<file path="src/rtl/alarm_controller.sv">
// Alarm sequencer: ringing, snooze and auto-timeout policy, plus the buzzer beep pattern.
// All outputs are registered and reflect the state being entered on each clk edge.
module alarm_controller #(
    parameter  int SNOOZE_SEC       = 300,
    parameter  int RING_TIMEOUT_SEC = 60,
    parameter  int MAX_SNOOZES      = 3,
    localparam int CW = (MAX_SNOOZES > 0) ? $clog2(MAX_SNOOZES + 1) : 1
) (
    input  logic          clk,
    input  logic          reset,
    input  logic          tick_1hz,
    input  logic          time_match,
    input  logic          alarm_enable,
    input  logic          snooze_btn,
    input  logic          stop_btn,
    output logic          alarm_on,
    output logic          buzzer,
    output logic          snoozing,
    output logic [CW-1:0] snooze_count
);

    localparam int RW = (RING_TIMEOUT_SEC > 1) ? $clog2(RING_TIMEOUT_SEC) : 1;
    localparam int SW = (SNOOZE_SEC > 1) ? $clog2(SNOOZE_SEC) : 1;
    localparam logic [RW-1:0] RING_LAST = RW'(RING_TIMEOUT_SEC - 1);
    localparam logic [SW-1:0] SNZ_LAST  = SW'(SNOOZE_SEC - 1);
    localparam logic [CW-1:0] SNZ_MAX   = CW'(MAX_SNOOZES);

    typedef enum logic [1:0] {
        IDLE    = 2'd0,
        RINGING = 2'd1,
        SNOOZE  = 2'd2,
        DONE    = 2'd3
    } state_t;

    state_t          state_q, state_d;
    logic [RW-1:0]   ring_cnt_q, ring_cnt_d;
    logic [SW-1:0]   snz_cnt_q, snz_cnt_d;
    logic [CW-1:0]   snooze_count_q, snooze_count_d;
    logic            buzzer_q, buzzer_d;
    logic            alarm_on_q, alarm_on_d;
    logic            snoozing_q, snoozing_d;
    logic            time_match_q;
    logic            match_rise;
    logic            snooze_ok;

    assign match_rise = time_match & ~time_match_q;
    assign snooze_ok  = snooze_btn && (snooze_count_q < SNZ_MAX);

    always_comb begin
        // NOTE: every always_comb target gets a default first so no path can infer a latch.
        state_d        = state_q;
        ring_cnt_d     = ring_cnt_q;
        snz_cnt_d      = snz_cnt_q;
        snooze_count_d = snooze_count_q;
        buzzer_d       = buzzer_q;

        if (!alarm_enable) begin
            state_d        = IDLE;
            ring_cnt_d     = '0;
            snz_cnt_d      = '0;
            snooze_count_d = '0;
        end else begin
            unique case (state_q)
                IDLE: begin
                    if (match_rise) begin
                        state_d        = RINGING;
                        ring_cnt_d     = '0;
                        buzzer_d       = 1'b1;
                        snooze_count_d = '0;
                    end
                end
                RINGING: begin
                    if (stop_btn) begin
                        state_d        = DONE;
                        snooze_count_d = '0;
                    end else if (snooze_ok) begin
                        state_d        = SNOOZE;
                        snooze_count_d = snooze_count_q + CW'(1);
                        snz_cnt_d      = '0;
                    end else if (tick_1hz) begin
                        buzzer_d = ~buzzer_q;
                        if (ring_cnt_q == RING_LAST) begin
                            state_d        = DONE;
                            snooze_count_d = '0;
                        end else begin
                            ring_cnt_d = ring_cnt_q + RW'(1);
                        end
                    end
                end
                SNOOZE: begin
                    if (stop_btn) begin
                        state_d        = DONE;
                        snooze_count_d = '0;
                    end else if (tick_1hz) begin
                        if (snz_cnt_q == SNZ_LAST) begin
                            state_d    = RINGING;
                            ring_cnt_d = '0;
                            buzzer_d   = 1'b1;
                        end else begin
                            snz_cnt_d = snz_cnt_q + SW'(1);
                        end
                    end
                end
                DONE: begin
                    // Wait out the matching minute so the same match cannot re-trigger.
                    if (!time_match) state_d = IDLE;
                end
                default: state_d = IDLE;
            endcase
        end

        // Outputs are decoded from the state being entered, so they are valid with it.
        if (state_d != RINGING) buzzer_d = 1'b0;
        alarm_on_d = (state_d == RINGING) || (state_d == SNOOZE);
        snoozing_d = (state_d == SNOOZE);
    end

    // NOTE: sequential state uses non-blocking assignments so all registers update together.
    always_ff @(posedge clk) begin
        if (!reset) begin
            state_q        <= IDLE;
            ring_cnt_q     <= '0;
            snz_cnt_q      <= '0;
            snooze_count_q <= '0;
            buzzer_q       <= 1'b0;
            alarm_on_q     <= 1'b0;
            snoozing_q     <= 1'b0;
            time_match_q   <= 1'b0;
        end else begin
            state_q        <= state_d;
            ring_cnt_q     <= ring_cnt_d;
            snz_cnt_q      <= snz_cnt_d;
            snooze_count_q <= snooze_count_d;
            buzzer_q       <= buzzer_d;
            alarm_on_q     <= alarm_on_d;
            snoozing_q     <= snoozing_d;
            time_match_q   <= time_match;
        end
    end

    assign alarm_on     = alarm_on_q;
    assign buzzer       = buzzer_q;
    assign snoozing     = snoozing_q;
    assign snooze_count = snooze_count_q;

endmodule

</file>
<file path="config.mk">
export PLATFORM = sky130hd
export DESIGN_NAME = alarm_controller
export DESIGN_NICKNAME = d
export VERILOG_FILES = /design/src/rtl/alarm_controller.sv
export SDC_FILE = /design/constraint.sdc
export NUM_CORES = 1
export LEC_CHECK = 0
export CAP_MARGIN = 5
export CORE_ASPECT_RATIO = 1.2
export CORE_MARGIN = 1
export CORE_UTILIZATION = 59
export DETAILED_ROUTE_END_ITERATION = 16
export PLACE_DENSITY = 0.88
export SLEW_MARGIN = 30
export SYNTH_ARGS = -nofsm -noshare
export SYNTH_HDL_FRONTEND = slang
export SYNTH_SLANG_ARGS = --single-unit
</file>
<file path="constraint.sdc">
create_clock -name clk -period 3.81 [get_ports clk]
set_input_delay 0.762 -clock clk [delete_from_list [all_inputs] [get_ports clk]]
set_output_delay 0.762 -clock clk [all_outputs]
set_load 0.01 [all_outputs]
</file>
==> results of run 1 <==
flip-flops by register name, summed over array words and instances, names as in the netlist:
name / cells
snz_cnt_q: 9
ring_cnt_q: 6
snooze_count: 2
state_q: 2
alarm_on: 1
buzzer: 1
snoozing: 1
time_match_q: 1
critical path, delay by kind of cell:
kind / cells / cell delay [ns]
AOI/OAI and AO/OA: 2 / 0.64
adders and majority gates: 1 / 0.31
buffers and inverters: 1 / 0.51
and+or+nand+nor: 2 / 0.30
stage by stage:
stage                     util (%)  std cells  total power, mW
after global routing          70.4        194            0.416
final                         70.4        194            0.403
after floorplan                  -        153            0.277
after CTS                     70.4        194            0.403
after detailed placement      69.1        190            0.294
after global placement        69.1        190            0.293
power by group through the flow:
stage / clock network, mW / registers [mW] / logic, mW
3_3_place_gp: 0 / 0.251 / 0.0419
2_1_floorplan: 0 / 0.250 / 0.0274
4_1_cts: 0.114 / 0.246 / 0.0434
6_report: 0.113 / 0.246 / 0.0439
5_1_grt: 0.122 / 0.246 / 0.0479
3_5_place_dp: 0 / 0.251 / 0.0432
per-layer routing:
metal  track usage [%]  up-vias
met2              43.2       44
met5                 0        -
met3              3.07        9
li1                  -      574
met1              29.2      522
met4              12.6        0
layout make-up:
cell class	instances	area, sq um
fillers	178	613
well taps	30	37.5
multi-input cells	120	802
clock buffers	4	26.3
repair buffers	11	110
flip-flops and latches	23	460
inverters	6	22.5
cell usage in the layout, fill, tap and decap left out, types with 5 or more instances in the layout:
cell	n
sky130_fd_sc_hd__nand3_1	12
sky130_fd_sc_hd__dfxtp_1	23
sky130_fd_sc_hd__and2_1	5
sky130_fd_sc_hd__a21oi_1	11
sky130_fd_sc_hd__nor2_1	9
sky130_fd_sc_hd__ha_1	5
sky130_fd_sc_hd__inv_1	6
sky130_fd_sc_hd__nand2_1	18
sky130_fd_sc_hd__clkdlybuf4s50_1	11
sky130_fd_sc_hd__o21ai_0	10
logic make-up after synthesis:
logic type,Yosys count
AOI/OAI and AO/OA,35
xor gates and xnor gates,5
adders and majority gates,5
buffers and inverters,10
DFF,23
muxes,1
and+or+nand+nor,74
cells in the mapped netlist (2+ instances only):
cell / n
sky130_fd_sc_hd__o21ai_0: 10
sky130_fd_sc_hd__a31oi_1: 2
sky130_fd_sc_hd__and3_1: 2
sky130_fd_sc_hd__nand3b_1: 2
sky130_fd_sc_hd__nor3b_1: 3
sky130_fd_sc_hd__ha_1: 5
sky130_fd_sc_hd__a21oi_1: 11
sky130_fd_sc_hd__dfxtp_1: 23
sky130_fd_sc_hd__nor2b_1: 2
sky130_fd_sc_hd__nor3_1: 3
sky130_fd_sc_hd__or3_1: 3
sky130_fd_sc_hd__inv_1: 6
sky130_fd_sc_hd__nor2_1: 9
sky130_fd_sc_hd__nand3_1: 12
sky130_fd_sc_hd__xor2_1: 2
sky130_fd_sc_hd__clkbuf_1: 2
sky130_fd_sc_hd__nand2b_1: 2
sky130_fd_sc_hd__nand4_2: 2
sky130_fd_sc_hd__and2_1: 5
sky130_fd_sc_hd__o41ai_1: 2
sky130_fd_sc_hd__nand2_1: 18
sky130_fd_sc_hd__o31ai_1: 3
sky130_fd_sc_hd__xnor2_1: 3
sky130_fd_sc_hd__nor4_1: 3
worst paths after layout:
kind	start	cells after the start	slack, ns	to
worst max register to register	snz_cnt_q[0]	8	1.65	alarm_on
worst max-delay path	tick_1hz	6	1.54	alarm_on
worst min-delay path	ring_cnt_q[5]	2	0.52	ring_cnt_q[5]
worst min register to register	ring_cnt_q[5]	2	0.52	ring_cnt_q[5]
==> qor.yml, run 1 <==
yosys:
  synth_top_cell_area_share_pct: 35.3
  synthDominantAreaCellType: "sky130_fd_sc_hd__dfxtp_1"
  netlist_instances: 153
  post_synthesis_mux_area_share_pct: 0.767
  synth-main-ff-cell: "sky130_fd_sc_hd__dfxtp_1"
  netlist_area_sq_um: 1310
  synth_compound_area_share_pct: 17.5
  synth_xor_area_share_pct: 3.36
  yosys.area_share.adder_pct: 4.79
  ys_types: 42
  syn_area_per_cell_sq_um: 8.53
  synth_top_family_by_area: "simple AND/OR/NAND/NOR gates"
  synth-edff-count: 0
  postSynthRegisterBits: 23
  synth_top_cells_by_area: "sky130_fd_sc_hd__dfxtp_1 (35%), sky130_fd_sc_hd__nand2_1 (5.2%), sky130_fd_sc_hd__ha_1 (4.8%)"
  seq_area_frac_synth_pct: 35.3
  mappedNetlistNets: 165
  postSynth.asyncResetShare_pct: 0
  yosysWarningCount: 0
  synth_simple_gate_area_share_pct: 35.0
place:
  placed_cell_area_sq_um: 1430
  post-dp-hpwl_um: 2000
  place.port_buffers: 11
  gp_congestion: 0.882
  place_ws_ns: 1.23
cells_and_area:
  area_delta_synth_final_pct: 11.8
  antenna-diode-count: 0
  final_layout_size_suffix_gt1_share_pct: 8.54
  final_area_sq_um: 1460
  nets: 177
timing:
  timing.clock.skew_ns: 0.00285
  fmax_mhz: 441
  timing.final.max_slew_violations: 0
  hold_slack_ns: 0.516
  setup-violations-final: 0
  hold_viol: 0
  setup_repair_after_global_routing_missed_its_margin: "no"
  postLayoutSetupSlackWorst_ns: 1.54
  final_setup_tns_ns: 0
  slew-limit-headroom_pct: 64.1
  tightest_slew_ns: 0.534
  final_min_period_over_clock_period_pct: 59.5
  period_needed_ns: 2.27
worst_setup_path:
  crit_path_end_kind: "flip-flop"
  timing.critical_path.cells: "clkdlybuf4s50_1 -> nor3b_1 -> o31ai_1 -> a21oi_1 -> ha_1 -> nor2b_1"
  required_ns: 4.07
  critPathSlowestCell: "sky130_fd_sc_hd__clkdlybuf4s50_1"
  critical_path.max_fanout: 4
  worstSetupStartpointType: "primary input"
  cpPeakStageDelay_ns: 0.51
  arrival_ns: 2.53
  worst_setup_path_category: "in -> reg"
die:
  fp.dieArea_sq_um: 2400
  placementRows: 18
  start_util_pct: 63.0
  dieHeight_um: 53.5
  die_w_um: 44.9
  core_region_area_sq_um: 2070
  num_io_pins: 12
global_route:
  first_global_vias: 1093
  grt_first_pass_wirelength_um: 4450
  grtUsageTotal_pct: 24.8
  grt_start_max_net_pins: 13
  globalRoute.totalOverflow: 0
  grt_antenna_before_repair: 0
clocking:
  clock_sinks: 23
  tritoncts: "built"
  clk_lat_worst_skew_ns: 0.31
  cts.repair.resized: 0
  clk_pin_slew_worst_paths_ns: 0.12
  max-clock-path-buffers: 2
  number_of_buffers_added_by_the_clock_tree_synthesis_step: 3
  cts_root_buffer: "sky130_fd_sc_hd__clkbuf_4"
  holdBufCountCts: 0
  cts.htree.levels: 1
  post_cts_setup_driven_buffer_insertion_count: 0
power:
  comb_power_share_pct: 10.9
  clk_pwr_share_pct: 28.1
  power.switching_fraction_pct: 24.8
  proportion_of_power_drawn_by_flip_flops_and_latches_pct: 61.0
  p_sw_mw: 0.0997
  p_per_area_nw_per_um2: 276
  leakage_nw: 0.502
  power.internal_mw: 0.303
  ir_drop_v: 0.000217
drt:
  route.antenna.remaining_nets: 0
  via_count: 1149
  drt_first_pass_iters: 4
  dr_wl_met3_um: 138
  wl_met2_um: 1330
  sum_of_routed_wire_length_over_all_layers_um: 2670
  wl_per_cell_um: 13.8
  met1_length_um: 1140
  route.top_layer_used: "met4"
  drc: 0
  post_drt_via_cell_ratio: 5.92
  detail_route.iter0.violations: 29
run:
  maxcap_violations: 0
hold_path:
  holdCritPathClass: "reg -> reg"
run_status:
  status: "finished clean"
No activity file was read; power rests on OpenSTA's default activity.
==> inputs of run 2 (changes only) <==
- CORE_UTILIZATION: 59 -> 50
- PLACE_DENSITY: 0.88 -> 0.8
- clock period: 3.81 -> 1.8 ns (I/O delays scaled with it)
==> qor.yml, run 2 (synthesis results as in run 1) <==
global_route:
  grt_antenna_before_repair: 0  # unchanged
  globalRoute.totalOverflow: 0  # unchanged
  first_global_vias: 1305  # +19%
  grt_first_pass_wirelength_um: 5450  # +22%
  grt_start_max_net_pins: 13  # unchanged
  grtUsageTotal_pct: 25.5  # +0.68 points
worst_setup_path:
  arrival_ns: 1.96  # -0.57 ns
  critPathSlowestCell: "sky130_fd_sc_hd__nor4_4"
  timing.rr.start: "snz_cnt_q[2]"
  required_ns: 2.03  # -2.04 ns
  timing.critical_path.from: "snz_cnt_q[2]"
  worst_setup_path_category: "reg -> reg"
  worst_path_buffer_plus_inverter_count: 1  # unchanged
  timing.critical_path.cells: "nand4bb_4 -> nor4_4 -> a2111oi_4 -> a211oi_4 -> inv_2 -> ha_4 -> nor2b_2"
  timing.rr.end: "alarm_on"
  critical_path.max_fanout: 3  # -1
  worst_r2r_path_depth: 7  # -1
  crit_path_end_kind: "flip-flop"
  cpPeakStageDelay_ns: 0.35  # -0.16 ns
  path_delay_family: "simple AND/OR/NAND/NOR gates"
  worstSetupStartpointType: "flip-flop"
  regToRegSetupSlack_ns: 0.07  # -1.58 ns
die:
  placementRows: 19  # +1
  dieHeight_um: 58.0  # +8.3%
  die_w_um: 48.6  # +8.2%
  fp.dieArea_sq_um: 2820  # +17%
  num_io_pins: 12  # unchanged
  start_util_pct: 54.9  # -8.1 points
  core_region_area_sq_um: 2380  # +15%
timing:
  setup-violations-final: 0  # unchanged
  timing.final.max_slew_violations: 0  # unchanged
  fmax_mhz: 577
  tightest_slew_ns: 0.375  # -0.159 ns
  hold_viol: 0  # unchanged
  setup_repair_after_global_routing_missed_its_margin: "yes"
  slew-limit-headroom_pct: 74.7  # +11 points
  hold_slack_ns: 0.493  # -0.0229 ns
  timing.clock.skew_ns: 0.00488  # +0.00203 ns
  final_min_period_over_clock_period_pct: 96.2
  postLayoutSetupSlackWorst_ns: 0.0680  # -1.48 ns
  period_needed_ns: 1.73
clocking:
  clock_sinks: 23  # unchanged
  cts_root_buffer: "sky130_fd_sc_hd__clkbuf_4"
  tritoncts: "built"
  number_of_buffers_added_by_the_clock_tree_synthesis_step: 3  # unchanged
  clk_lat_worst_skew_ns: 0.31  # about the same
  cts.htree.levels: 1  # unchanged
  clk_pin_slew_worst_paths_ns: 0.12  # about the same
  holdBufCountCts: 0  # unchanged
  max-clock-path-buffers: 2  # unchanged
cells_and_area:
  largest_register_ff_count: 9  # unchanged
  reg_top3: "snz_cnt_q x9, ring_cnt_q x6"
  mostFrequentLayoutCell: "sky130_fd_sc_hd__buf_4"
  area_delta_synth_final_pct: 38.0
  mostFrequentLayoutCells: "sky130_fd_sc_hd__buf_4 (28), sky130_fd_sc_hd__nand2_1 (17), sky130_fd_sc_hd__dfxtp_1 (16)"
  area_of_combinational_cells_with_multiple_inputs_sq_um: 910  # +13%
  nets: 206  # +16%
  final_layout_size_suffix_gt1_share_pct: 31.6  # +23 points
  layout.area.seq_sq_um: 469  # +1.9%
  registers.top_by_ff_count: "snz_cnt_q"
  fillers: 181  # +1.7%
  antenna-diode-count: 0  # unchanged
  final-instance-count-excl-fill: 224  # +15%
  layout_utilization_pct: 75.7  # +5.3 points
drt:
  sum_of_routed_wire_length_over_all_layers_um: 3330  # +25%
  route.antenna.remaining_nets: 0  # unchanged
  wl_per_cell_um: 14.9  # +7.9%
  drc: 0  # unchanged
  detail_route.iter0.violations: 30  # +3.4%
  via_count: 1299  # +13%
  drt_first_pass_iters: 4  # unchanged
  post_drt_via_cell_ratio: 5.80  # -2.1%
hold_path:
  holdCritPathClass: "reg -> reg"
  min_delay_worst_endpoint: "snooze_count[1]"
  hold-path-cell-count: 2  # unchanged
  hold_path_origin: "snooze_count[1]"
place:
  gp_congestion: 0.848  # -3.8%
  post-dp-hpwl_um: 2490  # +25%
  place_ws_ns: -0.342  # -1.57 ns
  place.port_buffers: 11  # unchanged
  numPlacedInstances: 217  # +14%
power:
  ir_drop_v: 0.000429  # +97%
  design_power_total_mw: 0.894  # +120%
  p_per_area_nw_per_um2: 496  # +80%
  leakage_nw: 0.675  # +35%
run:
  maxcap_violations: 0  # unchanged
run_status:
  status: "finished clean"
[run 2: metal layers]
layer	global-route usage (%)	vias up	part of all wire (%)
met4	19.7	0	3.2
met2	44.8	27	52
li1	-	637	-
met5	0	-	0
met3	2.62	8	2.4
met1	28.2	627	43
[run 2: worst reg2reg max path, cell delays in order, from the launching register on]
cell	delay (ns)
sky130_fd_sc_hd__dfxtp_2	0.34
sky130_fd_sc_hd__nand4bb_4	0.23
sky130_fd_sc_hd__nor4_4	0.35
sky130_fd_sc_hd__a2111oi_4	0.14
sky130_fd_sc_hd__a211oi_4	0.22
sky130_fd_sc_hd__inv_2	0.08
sky130_fd_sc_hd__ha_4	0.26
sky130_fd_sc_hd__nor2b_2	0.03
[run 2: power by group]
| part | total, mW | switching [mW] | internal, mW |
|---|---|---|---|
| logic | 0.137 | 0.0693 | 0.0674 |
| registers | 0.519 | 0.00428 | 0.514 |
| clock network | 0.238 | 0.152 | 0.0867 |
[run 2: how the worst max path moves through the flow]
stage                     cells past startpoint             to  slack [ns]
after global routing                          7  ring_cnt_q[0]       0.006
after CTS                                     8       alarm_on      -0.007
final                                         7       alarm_on        0.07
after global placement                        8       alarm_on       -0.25
after floorplan                               8       alarm_on        0.02
after detailed placement                      8       alarm_on       -0.34
[run 2: layout make-up]
type                            count  area share, %
Multi-Input combinational cell    120           50.5
Sequential cell                    23           26.1
Timing Repair Buffer               40           18.6
Tap cell                           31           2.15
Clock buffer                        4           1.46
Inverter                            6           1.25
[run 2: metrics by stage]
| stage | setup TNS [ns] | area, sq um |
|---|---|---|
| 2_1_floorplan | 0 | 1310 |
| 3_3_place_gp | -2.13 | 1630 |
| 3_5_place_dp | -3.15 | 1630 |
| 4_1_cts | -0.00702 | 1710 |
| 5_1_grt | 0 | 1800 |
| 6_report | 0 | 1800 |
[run 2: what timing repair did]
item,CTS,global route
buffers inserted,1,3
resized for setup,10,17
setup endpoints to repair,4,11
pin swaps,4,8
==> inputs of run 3 (changes only) <==
- SLEW_MARGIN: 30 -> default
==> results of run 3 <==
Final layout, timing and power as in run 2 (identical DEF).
